--- src/rtl/dapuf_eval_ctrl.sv ---
// Evaluation sequencer for a double-arbiter PUF: drives challenge and excite lines,
// synchronises the arbiter response, and majority-votes NUM_EVAL samples per challenge.
module dapuf_eval_ctrl #(
    parameter int CHAL_W     = 40,
    parameter int SETTLE_CYC = 8,
    parameter int NUM_EVAL   = 5,
    localparam int CNT_W     = $clog2(NUM_EVAL + 1)
) (
    input  logic              clk,
    input  logic              rst_n,
    input  logic              start,
    input  logic [CHAL_W-1:0] challenge_in,
    output logic              busy,
    output logic              done,
    output logic              response_out,
    output logic [CNT_W-1:0]  ones_count,
    output logic              unstable,
    output logic [CHAL_W-1:0] puf_challenge,
    output logic              puf_exciteL,
    output logic              puf_exciteR,
    input  logic              puf_response
);

    localparam int PH_W = $clog2(SETTLE_CYC);
    localparam logic [PH_W-1:0]  PH_LAST   = PH_W'(SETTLE_CYC - 1);
    localparam logic [CNT_W-1:0] EVAL_LAST = CNT_W'(NUM_EVAL);
    localparam logic [CNT_W-1:0] HALF      = CNT_W'(NUM_EVAL / 2);

    typedef enum logic [2:0] {
        IDLE = 3'd0,
        LOAD = 3'd1,
        HIGH = 3'd2,
        LOW  = 3'd3,
        DONE = 3'd4
    } state_t;

    state_t            state_r;
    state_t            state_s;
    logic [PH_W-1:0]   phase_r;
    logic [CNT_W-1:0]  eval_r;
    logic [CNT_W-1:0]  ones_r;
    logic              sync1_r;
    logic              sync2_r;
    logic              resp_r;
    logic              unst_r;
    logic [CHAL_W-1:0] chal_r;
    logic              excite_r;
    logic              busy_r;
    logic              done_r;
    logic              phase_last_s;
    logic              accept_s;

    // Next-state logic; every phase state leaves on its last phase cycle.
    always_comb begin
        state_s      = state_r;
        phase_last_s = (phase_r == PH_LAST);
        accept_s     = 1'b0;
        case (state_r)
            IDLE: begin
                if (start) begin
                    state_s  = LOAD;
                    accept_s = 1'b1;
                end else begin
                    state_s = IDLE;
                end
            end
            LOAD: begin
                if (phase_last_s) state_s = HIGH;
                else              state_s = LOAD;
            end
            HIGH: begin
                if (phase_last_s) state_s = LOW;
                else              state_s = HIGH;
            end
            LOW: begin
                if (phase_last_s) begin
                    if (eval_r < EVAL_LAST) state_s = HIGH;
                    else                    state_s = DONE;
                end else begin
                    state_s = LOW;
                end
            end
            DONE:    state_s = IDLE;
            default: state_s = IDLE;
        endcase
    end

    // State, phase counter and evaluation counter.
    always_ff @(posedge clk or negedge rst_n) begin
        if (!rst_n) begin
            state_r <= IDLE;
            phase_r <= '0;
            eval_r  <= '0;
        end else begin
            state_r <= state_s;
            if ((state_s != state_r) || (state_r == IDLE) || (state_r == DONE)) begin
                phase_r <= '0;
            end else begin
                phase_r <= phase_r + PH_W'(1);
            end
            if (accept_s) begin
                eval_r <= '0;
            end else if ((state_r == HIGH) && (state_s == LOW)) begin
                eval_r <= eval_r + CNT_W'(1);
            end
        end
    end

    // Two-flop synchroniser for the asynchronous arbiter response.
    always_ff @(posedge clk or negedge rst_n) begin
        if (!rst_n) begin
            sync1_r <= 1'b0;
            sync2_r <= 1'b0;
        end else begin
            sync1_r <= puf_response;
            sync2_r <= sync1_r;
        end
    end

    // Sample accumulation and result registers; results hold until the next accept.
    always_ff @(posedge clk or negedge rst_n) begin
        if (!rst_n) begin
            ones_r <= '0;
            resp_r <= 1'b0;
            unst_r <= 1'b0;
            chal_r <= '0;
        end else begin
            if (accept_s) begin
                ones_r <= '0;
                chal_r <= challenge_in;
            end else if ((state_r == HIGH) && (state_s == LOW)) begin
                ones_r <= ones_r + CNT_W'(sync2_r);
            end
            if ((state_s == DONE) && (state_r != DONE)) begin
                resp_r <= (ones_r > HALF);
                unst_r <= (ones_r != '0) && (ones_r != EVAL_LAST);
            end
        end
    end

    // Registered control outputs decoded from the next state so they align with it.
    always_ff @(posedge clk or negedge rst_n) begin
        if (!rst_n) begin
            excite_r <= 1'b0;
            busy_r   <= 1'b0;
            done_r   <= 1'b0;
        end else begin
            excite_r <= (state_s == HIGH);
            busy_r   <= (state_s == LOAD) || (state_s == HIGH) || (state_s == LOW);
            done_r   <= (state_s == DONE);
        end
    end

    assign busy          = busy_r;
    assign done          = done_r;
    assign response_out  = resp_r;
    assign ones_count    = ones_r;
    assign unstable      = unst_r;
    assign puf_challenge = chal_r;
    assign puf_exciteL   = excite_r;
    assign puf_exciteR   = excite_r;

endmodule

--- config.mk ---
export PLATFORM = sky130hd
export DESIGN_NAME = dapuf_eval_ctrl
export DESIGN_NICKNAME = d
export VERILOG_FILES = /design/src/rtl/dapuf_eval_ctrl.sv
export SDC_FILE = /design/constraint.sdc
export NUM_CORES = 1
export LEC_CHECK = 0
export CORE_ASPECT_RATIO = 0.75
export CORE_MARGIN = 5
export CORE_UTILIZATION = 45
export CTS_CLUSTER_DIAMETER = 200
export DETAILED_ROUTE_END_ITERATION = 8
export PLACE_DENSITY = 0.82
export SLEW_MARGIN = 10
export SYNTH_ARGS = -nofsm -noshare
export SYNTH_HDL_FRONTEND = slang
export SYNTH_SLANG_ARGS = --single-unit
--- constraint.sdc ---
create_clock -name clk -period 3.1 [get_ports clk]
set_input_delay 0.62 -clock clk [delete_from_list [all_inputs] [get_ports clk]]
set_output_delay 0.62 -clock clk [all_outputs]
set_load 0.02 [all_outputs]
Yosys cells after proc, flatten, opt, wreduce, memory -nomap -nowiden
Index checks and enable logic that the tools add are counted.
{ "word_totals": {"ff_bits": 59, "wordCells": 52, "in_bits": 44, "output_inout_bits": 49} }
{ "op_classes": {"muxes": 13, "order_cmp": 2, "reduce_logical": 10, "n_addsub": 3, "eq_ne": 12} }
{ "ops": {"columns": ["cell", "count"], "rows": [
  ["3-bit 2-to-1 mux", 7],
  ["3-bit by 2-bit == test with 1-bit output (second input constant)", 4],
  ["3-bit one-hot mux with 4 select lines", 1],
  ["3-bit == test (second input constant)", 3],
  ["3-bit by 1-bit adder with 3-bit output (second input constant)", 2],
  ["3-bit by 1-bit == test with 1-bit output (second input constant)", 2],
  ["3-bit inequality test (second input constant)", 2],
  ["1-bit logical OR", 4],
  ["1-bit 2-to-1 mux", 4],
  ["3-bit by 1-bit adder with 3-bit output", 1],
  ["3-bit by 2-bit > comparator with 1-bit output (second input constant)", 1],
  ["1-bit logical AND", 3],
  ["3-bit zero test", 1],
  ["3-bit < comparator (second input constant)", 1],
  ["3-bit inequality test", 1],
  ["3-bit nonzero test", 1],
  ["2-bit 2-to-1 mux", 1],
  ["2-bit nonzero test", 1]
]} }

Logic depth before layout (Yosys ltp)
Gate-level depths: netlist of run 1.
{ "logic_depth": {"word_depth": 8, "mapped_depth": 7, "depth_no_buf": 5} }

Worst setup path before layout of run 1
OpenSTA, ideal clock, no wires.
{ "synth_path": {"path_kind": "flip-flop to flip-flop", "startpoint": "register phase_r[0]", "endpoint": "register ones_r[2] (netlist: ones_count[2])", "stages_incl_launch_ff": 8, "path_buffers": 2, "required_ns": 3.035, "t_arrival_ns": 1.587, "path_slack_ns": 1.448, "setup_time_ns": 0.065, "period_less_slack_ns": 1.652, "path_cell_list": "dfrtp_1 > ha_1 > ha_1 > clkbuf_1 > and4bb_2 > buf_2 > a211oi_1 > a31o_1"} }
{ "synth_via": {"elab_chain_cells": 6, "word_cells_on_any_way": 8, "classes_between": "2 x eq/ne; 4 x mux; 2 x reduce/logical"} }
{ "synth_lines": {"columns": ["element", "line", "rtl"], "rows": [
  ["from (decl)", "39", "logic [PH_W-1:0] phase_r;"],
  ["from (signal assigned)", "99", "phase_r <= phase_r + PH_W'(1);"],
  ["3-bit == test (*)", "56", "phase_last_s = (phase_r == PH_LAST);"],
  ["3-bit 2-to-1 mux (tied with other cells)", "76", "if (phase_last_s) begin"],
  ["3-bit one-hot mux with 4 select lines (*)", "58", "case (state_r)"],
  ["3-bit by 2-bit == test with 1-bit output (*)", "131", "end else if ((state_r == HIGH) && (state_s == LOW)) begin"],
  ["1-bit logical AND (*)", "131", null],
  ["2-bit nonzero test (no source line) (*)", null, null],
  ["to (signal assigned)", "132", "ones_r <= ones_r + CNT_W'(sync2_r);"],
  ["to (decl)", "41", "logic [CNT_W-1:0] ones_r;"]
]} }
Every way passes the cells marked *; elsewhere a longest branch is shown, timed or not.
A chain may end at the register's enable or synchronous reset.

Worst setup path after layout of run 1
{ "layout_path": {"startpoint": "register ones_r[0] (netlist: ones_count[0])", "endpoint": "output ones_count[0]"} }
{ "layout_lines": {"columns": ["element", "line", "rtl"], "rows": [
  ["to (decl)", "16", "output logic [CNT_W-1:0] ones_count,"]
]} }
No word-level cell between the ends.

==> results of run 1 <==
## power by group through the flow
stage,Sequential (uW),Combinational [uW],Clock [uW]
2_1_floorplan,1670,472,0
3_3_place_gp,1330,1550,0
3_5_place_dp,1340,1580,0
4_1_cts,1330,1590,639
5_1_grt,1380,1670,669
6_report,1330,1560,616
## cell usage after synthesis (all sizes together) (2+ instances only)
master,count
a211oi,2
mux2,40
dfrtp,59
buf,8
nor2,10
nand2,2
nor3b,2
mux2i,6
nand2b,2
clkbuf,2
and2,2
a21oi,2
inv,3
ha,5
## metal layers
metal	up-vias	wire length, um
met2	67	2170
met3	4	598
li1	742	-
met4	0	23
met5	-	0
met1	786	2130
## through the flow
step	setup WS, ps	total power, uW	cells
floorplan	1450	2150	157
global placement	876	2880	314
detailed placement	856	2920	314
CTS	1040	3560	329
global route	998	3730	329
finish	1070	3510	329
## cell type report
class	instances	area share (%)
flip-flops and latches	59	42.2
repair buffers	95	26.8
multi-input cells	85	23.0
clock buffers	13	4.83
well taps	72	2.58
inverters	3	0.322
clock inverters	2	0.286
## logic make-up after synthesis
group,count (synthesis),share of synthesized area (%)
AOI/OAI and AO/OA,9,2.90
muxes,46,21.5
DFF,59,62.2
buffers and inverters,13,3.95
and+or+nand+nor,23,6.06
adders and majority gates,5,2.64
xor gates and xnor gates,2,0.738
## flip-flops by register name, indices dropped and copies added (netlist names)
signal         flops
busy               1
response_out       1
phase_r            3
done               1
sync1_r            1
puf_challenge     40
eval_r             3
ones_count         3
state_r            3
puf_exciteL        1
unstable           1
sync2_r            1
## path summary, 6_finish.rpt
check,cells past startpoint,end,startpoint
max,1,ones_count[0],ones_count[0]
min,1,puf_challenge[18],rst_n
max reg2reg,3,puf_challenge[8],state_r[2]
min reg2reg,0,sync2_r,sync1_r
max in group asynchronous,2,eval_r[0],rst_n
min in group clk,0,sync2_r,sync1_r
==> results.yml, run 1 <==
global_route:
  number_of_global_route_vias_before_repair: 1607
  grt.busiest_layer: "met2"
  grt_overflow: 0
  grt.met1_usage_pct: 19.3
  grtUsageTotal_pct: 15.3
  grt_max_degree: 39
  grtUsageMet2_pct: 21.5
  global_route_met3_usage_pct: 10.5
  grt_antenna_before_repair: 0
  wire_length_of_the_first_global_routing_pass_um: 7900
layout:
  fraction_of_layout_cells_with_a_size_suffix_above_1_pct: 23.7
  multi_input_comb_area_sq_um: 803
  finish.instance_area_sq_um: 3500
  layout-area-overhead-vs-synth_pct: 47.4
  sequential_cell_area_sq_um: 1480
  antenna_cells: 0
  fin_nets: 302
  final_core_utilization_pct: 69.8
  top_library_cells_by_usage_in_the_layout_fill_and_taps_aside: "clkdlybuf4s50_1 (91), dfrtp_1 (59), mux2_2 (40)"
  layout.filler_cells: 378
  mostFrequentLayoutCell: "clkdlybuf4s50_1"
drt:
  drt_first_pass_iters: 4
  detail_route.drc_violations: 0
  detail_route.wirelength_um: 4920
  route.detailed.wl_per_inst_um: 14.9
  detailroute.via_count: 1599
  detail_route.vias_per_cell: 4.86
  drtAntennaViolNets: 0
  drt-initial-drc-count: 39
clock_tree:
  cts.hold.buffers_added: 0
  setup_bufs_post_cts: 0
  post_cts_resized: 0
  htree_levels: 3
  clockRootBuffer: "clkbuf_8"
  tritoncts: "yes"
  cts_buffer_depth: 2
  clk_pin_slew_ps: 60
  clkLatencyLatePin_ps: 320
  cts-buffers-inserted: 9
  clock_sink_count: 59
pwr:
  relative_contribution_of_sequential_cells_to_total_power_pct: 37.9
  power.share.clock_pct: 17.6
  reported_leakage_power_uw: 0.00151
  cellInternalPower_uw: 2310
  share_comb_of_total_power_pct: 44.5
  p_switching_uw: 1190
  vdd_ir_drop_max_v: 0.000636
  p_sw_share_pct: 34.0
  power_density_nw_per_um2: 1000
yosys:
  synth_seq_area_share_pct: 62.2
  synth-edff-count: 0
  yosysTopAreaCellShare_pct: 62.2
  asyncSetResetFlopFracSynth_pct: 100
  syn-cell-area_sq_um: 2370
  synthDistinctLibCells: 30
  warnings_from_yosys: 0
  syn_nets: 206
  synth.area.top_cells: "dfrtp_1 (62%), mux2_2 (19%), ha_1 (2.6%)"
  yosys.area.top_type: "dfrtp_1"
  synth_cells: 157
  synth_ff_type: "dfrtp_1"
  synthesis.area_per_instance_sq_um: 15.1
  ys_seq_elements: 59
floorplan:
  floorplan.die.height_um: 72.9
  floorplan.die.width_um: 93.9
  ports_placed_on_the_boundary: 93
  initial_utilization_pct: 47.4
  die_area_sq_um: 6840
  rows: 22
  fp.coreArea_sq_um: 5010
timing:
  clock.fmax_mhz: 492
  relSlewSlack_pct: 67.8
  timing.final.setup_violations: 0
  drv_slew: 0
  finalHoldViolations: 0
  finalWorstPathRequiredPeriod_ps: 2030
  skew_ps: 6.16
  tightestPinTransition_ps: 482
  setup-tns-final_ps: 0
  setup_repair_after_global_routing_missed_its_margin: "false"
  fin_hold_ws_ps: 250
  post-route-period-util_pct: 65.5
critical_path:
  path_class: "reg -> out"
  critical_path.slowest_cell: "clkdlybuf4s50_1"
  cpPeakStageDelay_ps: 650
  cp.buffers_inverters: 1
  crit_required_ps: 2480
  worst_setup_path_end_kind: "output pin"
  worst_path_dominant_cell_family: "buffers and inverters"
  critPathMaxFanout: 5
  rrSetupSlack_ps: 1360
  timing.critical_path.arrival_ps: 1410
  worstPathCellList: "clkdlybuf4s50_1"
  critical_path_start_type: "flip-flop"
status:
  outcome: "complete, no violations"
placement:
  placement.io_buffers: 92
  gp_congestion: 0.704
  placed_area_sq_um: 3320
  hpwl_um: 3650
worst_hold_path:
  timing.hold.worst.class: "in -> async"
flow_run:
  timing.max_cap.violations: 0
Power figures use the tool's default switching activity.
==> run 2, diff against run 1 <==
--- a/config.mk
+++ b/config.mk
@@ -7,10 +7,10 @@
 export LEC_CHECK = 0
 export CORE_ASPECT_RATIO = 0.75
 export CORE_MARGIN = 5
-export CORE_UTILIZATION = 45
+export CORE_UTILIZATION = 43
 export CTS_CLUSTER_DIAMETER = 200
 export DETAILED_ROUTE_END_ITERATION = 8
-export PLACE_DENSITY = 0.82
+export PLACE_DENSITY = 0.79
 export SLEW_MARGIN = 10
 export SYNTH_ARGS = -nofsm -noshare
 export SYNTH_HDL_FRONTEND = slang
==> constraint.sdc (replaced) <==
create_clock -name clk -period 1.9 [get_ports clk]
set_input_delay 0.38 -clock clk [delete_from_list [all_inputs] [get_ports clk]]
set_output_delay 0.38 -clock clk [all_outputs]
set_load 0.02 [all_outputs]
==> run 2 against run 1 <==
  * Sequential share of layout area fell by 0.76 points
  * Clock skew rose by 1.0 ps
  * Non-clock buffer count did not move
  * Sequential power rose by 63%
  * Count of clock-buffer cells in the layout fell by 2
  * Power rose by 70%
  * Largest power group unchanged
  * Register-to-register slack got worse by 1100 ps
  * Core utilization fell by 3.3 points
  * Highest routed layer unchanged
  * Critical path depth did not move
  * Flip-flop and latch count did not move
  * First-iteration DRC count rose by 33%
  * Final cell count rose by 1.2%
==> results.yml, run 2 (synthesis results as in run 1) <==
critical_path:
  crit_required_ps: 1520
  critical_path.slowest_cell: "clkdlybuf4s50_1"
  cp.buffers_inverters: 1
  critical_path_start_type: "flip-flop"
  timing.rr.start: "state_r[2]"
  critPathLaunch: "ones_count[0]"
  timing.critical_path.arrival_ps: 1410
  worst_path_dominant_cell_family: "buffers and inverters"
  worstPathCellList: "clkdlybuf4s50_1"
  worst_setup_path_end_kind: "output pin"
  path_class: "reg -> out"
  worstSetupPathDepth: 1
  critPathMaxFanout: 5
  critical_path.reg2reg.endpoint: "puf_challenge[28]"
  cpPeakStageDelay_ps: 650
  critical_path.endpoint: "ones_count[0]"
  reg2regPathDepth: 3
  rrSetupSlack_ps: 250
drt:
  drtAntennaViolNets: 0
  detail_route.drc_violations: 0
  route.detailed.wl_per_inst_um: 14.7
  detailroute.via_count: 1580
  drt-initial-drc-count: 52
  detail_route.vias_per_cell: 4.74
  drt_first_pass_iters: 4
  detail_route.wirelength_um: 4900
timing:
  finalHoldViolations: 0
  finalWorstPathRequiredPeriod_ps: 1790
  post-route-period-util_pct: 94.1
  tightestPinTransition_ps: 410
  setup_repair_after_global_routing_missed_its_margin: "false"
  skew_ps: 7.20
  timing.final.setup_violations: 0
  drv_slew: 0
  final_critical_path_setup_slack_ps: 112
  fin_hold_ws_ps: 49.3
  clock.fmax_mhz: 559
  relSlewSlack_pct: 72.6
  setup-tns-final_ps: 0
pwr:
  vdd_ir_drop_max_v: 0.000890
  power_density_nw_per_um2: 1680
  reported_leakage_power_uw: 0.00154
clock_tree:
  clk_pin_slew_ps: 70
  tritoncts: "yes"
  cts_buffer_depth: 2
  cts.hold.buffers_added: 0
  setup_bufs_post_cts: 0
  htree_levels: 3
  post_cts_resized: 0
  cts-buffers-inserted: 9
  clkLatencyLatePin_ps: 330
  clock_sink_count: 59
  clockRootBuffer: "clkbuf_8"
layout:
  final_cell_count_no_fill: 333
  antenna_cells: 0
  fraction_of_layout_cells_with_a_size_suffix_above_1_pct: 24.4
  fin_nets: 302
  top_library_cells_by_usage_in_the_layout_fill_and_taps_aside: "clkdlybuf4s50_1 (91), dfrtp_1 (59), mux2_2 (40)"
  final_core_utilization_pct: 66.5
  layout-area-overhead-vs-synth_pct: 50.1
  largest_reg_flops: 40
  layout.filler_cells: 437
  mostFrequentLayoutCell: "clkdlybuf4s50_1"
flow_run:
  timing.max_cap.violations: 0
global_route:
  grt_max_degree: 48
  number_of_global_route_vias_before_repair: 1595
  wire_length_of_the_first_global_routing_pass_um: 7820
  grt_antenna_before_repair: 0
  grt_overflow: 0
  grtUsageTotal_pct: 14.7
floorplan:
  die_area_sq_um: 7120
  fp.coreArea_sq_um: 5350
  ports_placed_on_the_boundary: 93
  rows: 23
  initial_utilization_pct: 44.3
  floorplan.die.height_um: 74.3
  floorplan.die.width_um: 95.8
placement:
  dp.cells: 317
  hpwl_um: 3580
  preCtsSetupSlack_ps: -27.9
  placement.io_buffers: 92
  gp_congestion: 0.673
worst_hold_path:
  timing.hold.worst.class: "in -> async"
status:
  outcome: "complete, no violations"
-- run 2: worst min path at each step --
stage | endpoint | slack [ps]
6_report | puf_challenge[3] | 50
5_1_grt | puf_challenge[39] | 60
4_1_cts | puf_challenge[2] | 50
3_5_place_dp | sync2_r | 350
3_3_place_gp | sync2_r | 330
2_1_floorplan | busy | 80
-- run 2: power breakdown --
| group | total, uW | internal (uW) | switching [uW] |
|---|---|---|---|
| clock | 1270 | 803 | 469 |
| sequential | 2170 | 1820 | 346 |
| combinational | 2540 | 1390 | 1150 |
| total | 5980 | 4010 | 1960 |
-- run 2: layout make-up --
type,instances,area [sq um],area share (%)
Sequential cell,59,1480,41.4
Inverter,3,11.3,0.316
Multi-Input combinational cell,85,803,22.6
Clock inverter,5,75.1,2.11
Tap cell,75,93.8,2.63
Timing Repair Buffer,95,951,26.7
Clock buffer,11,151,4.25
-- run 2: stage by stage --
step                      power, uW  instance area, sq um
after floorplan                3500                  2370
after global placement         4690                  3340
after detailed placement       4760                  3340
after CTS                      6070                  3560
after global routing           6330                  3560
final                          5980                  3560
-- run 2: metal layers --
metal	global-route usage (%)	routed length, um	vias up
met4	4.73	16	0
met1	17.9	2100	766
met5	0	0	-
li1	-	-	740
met2	22.0	2200	72
met3	8.70	583	2
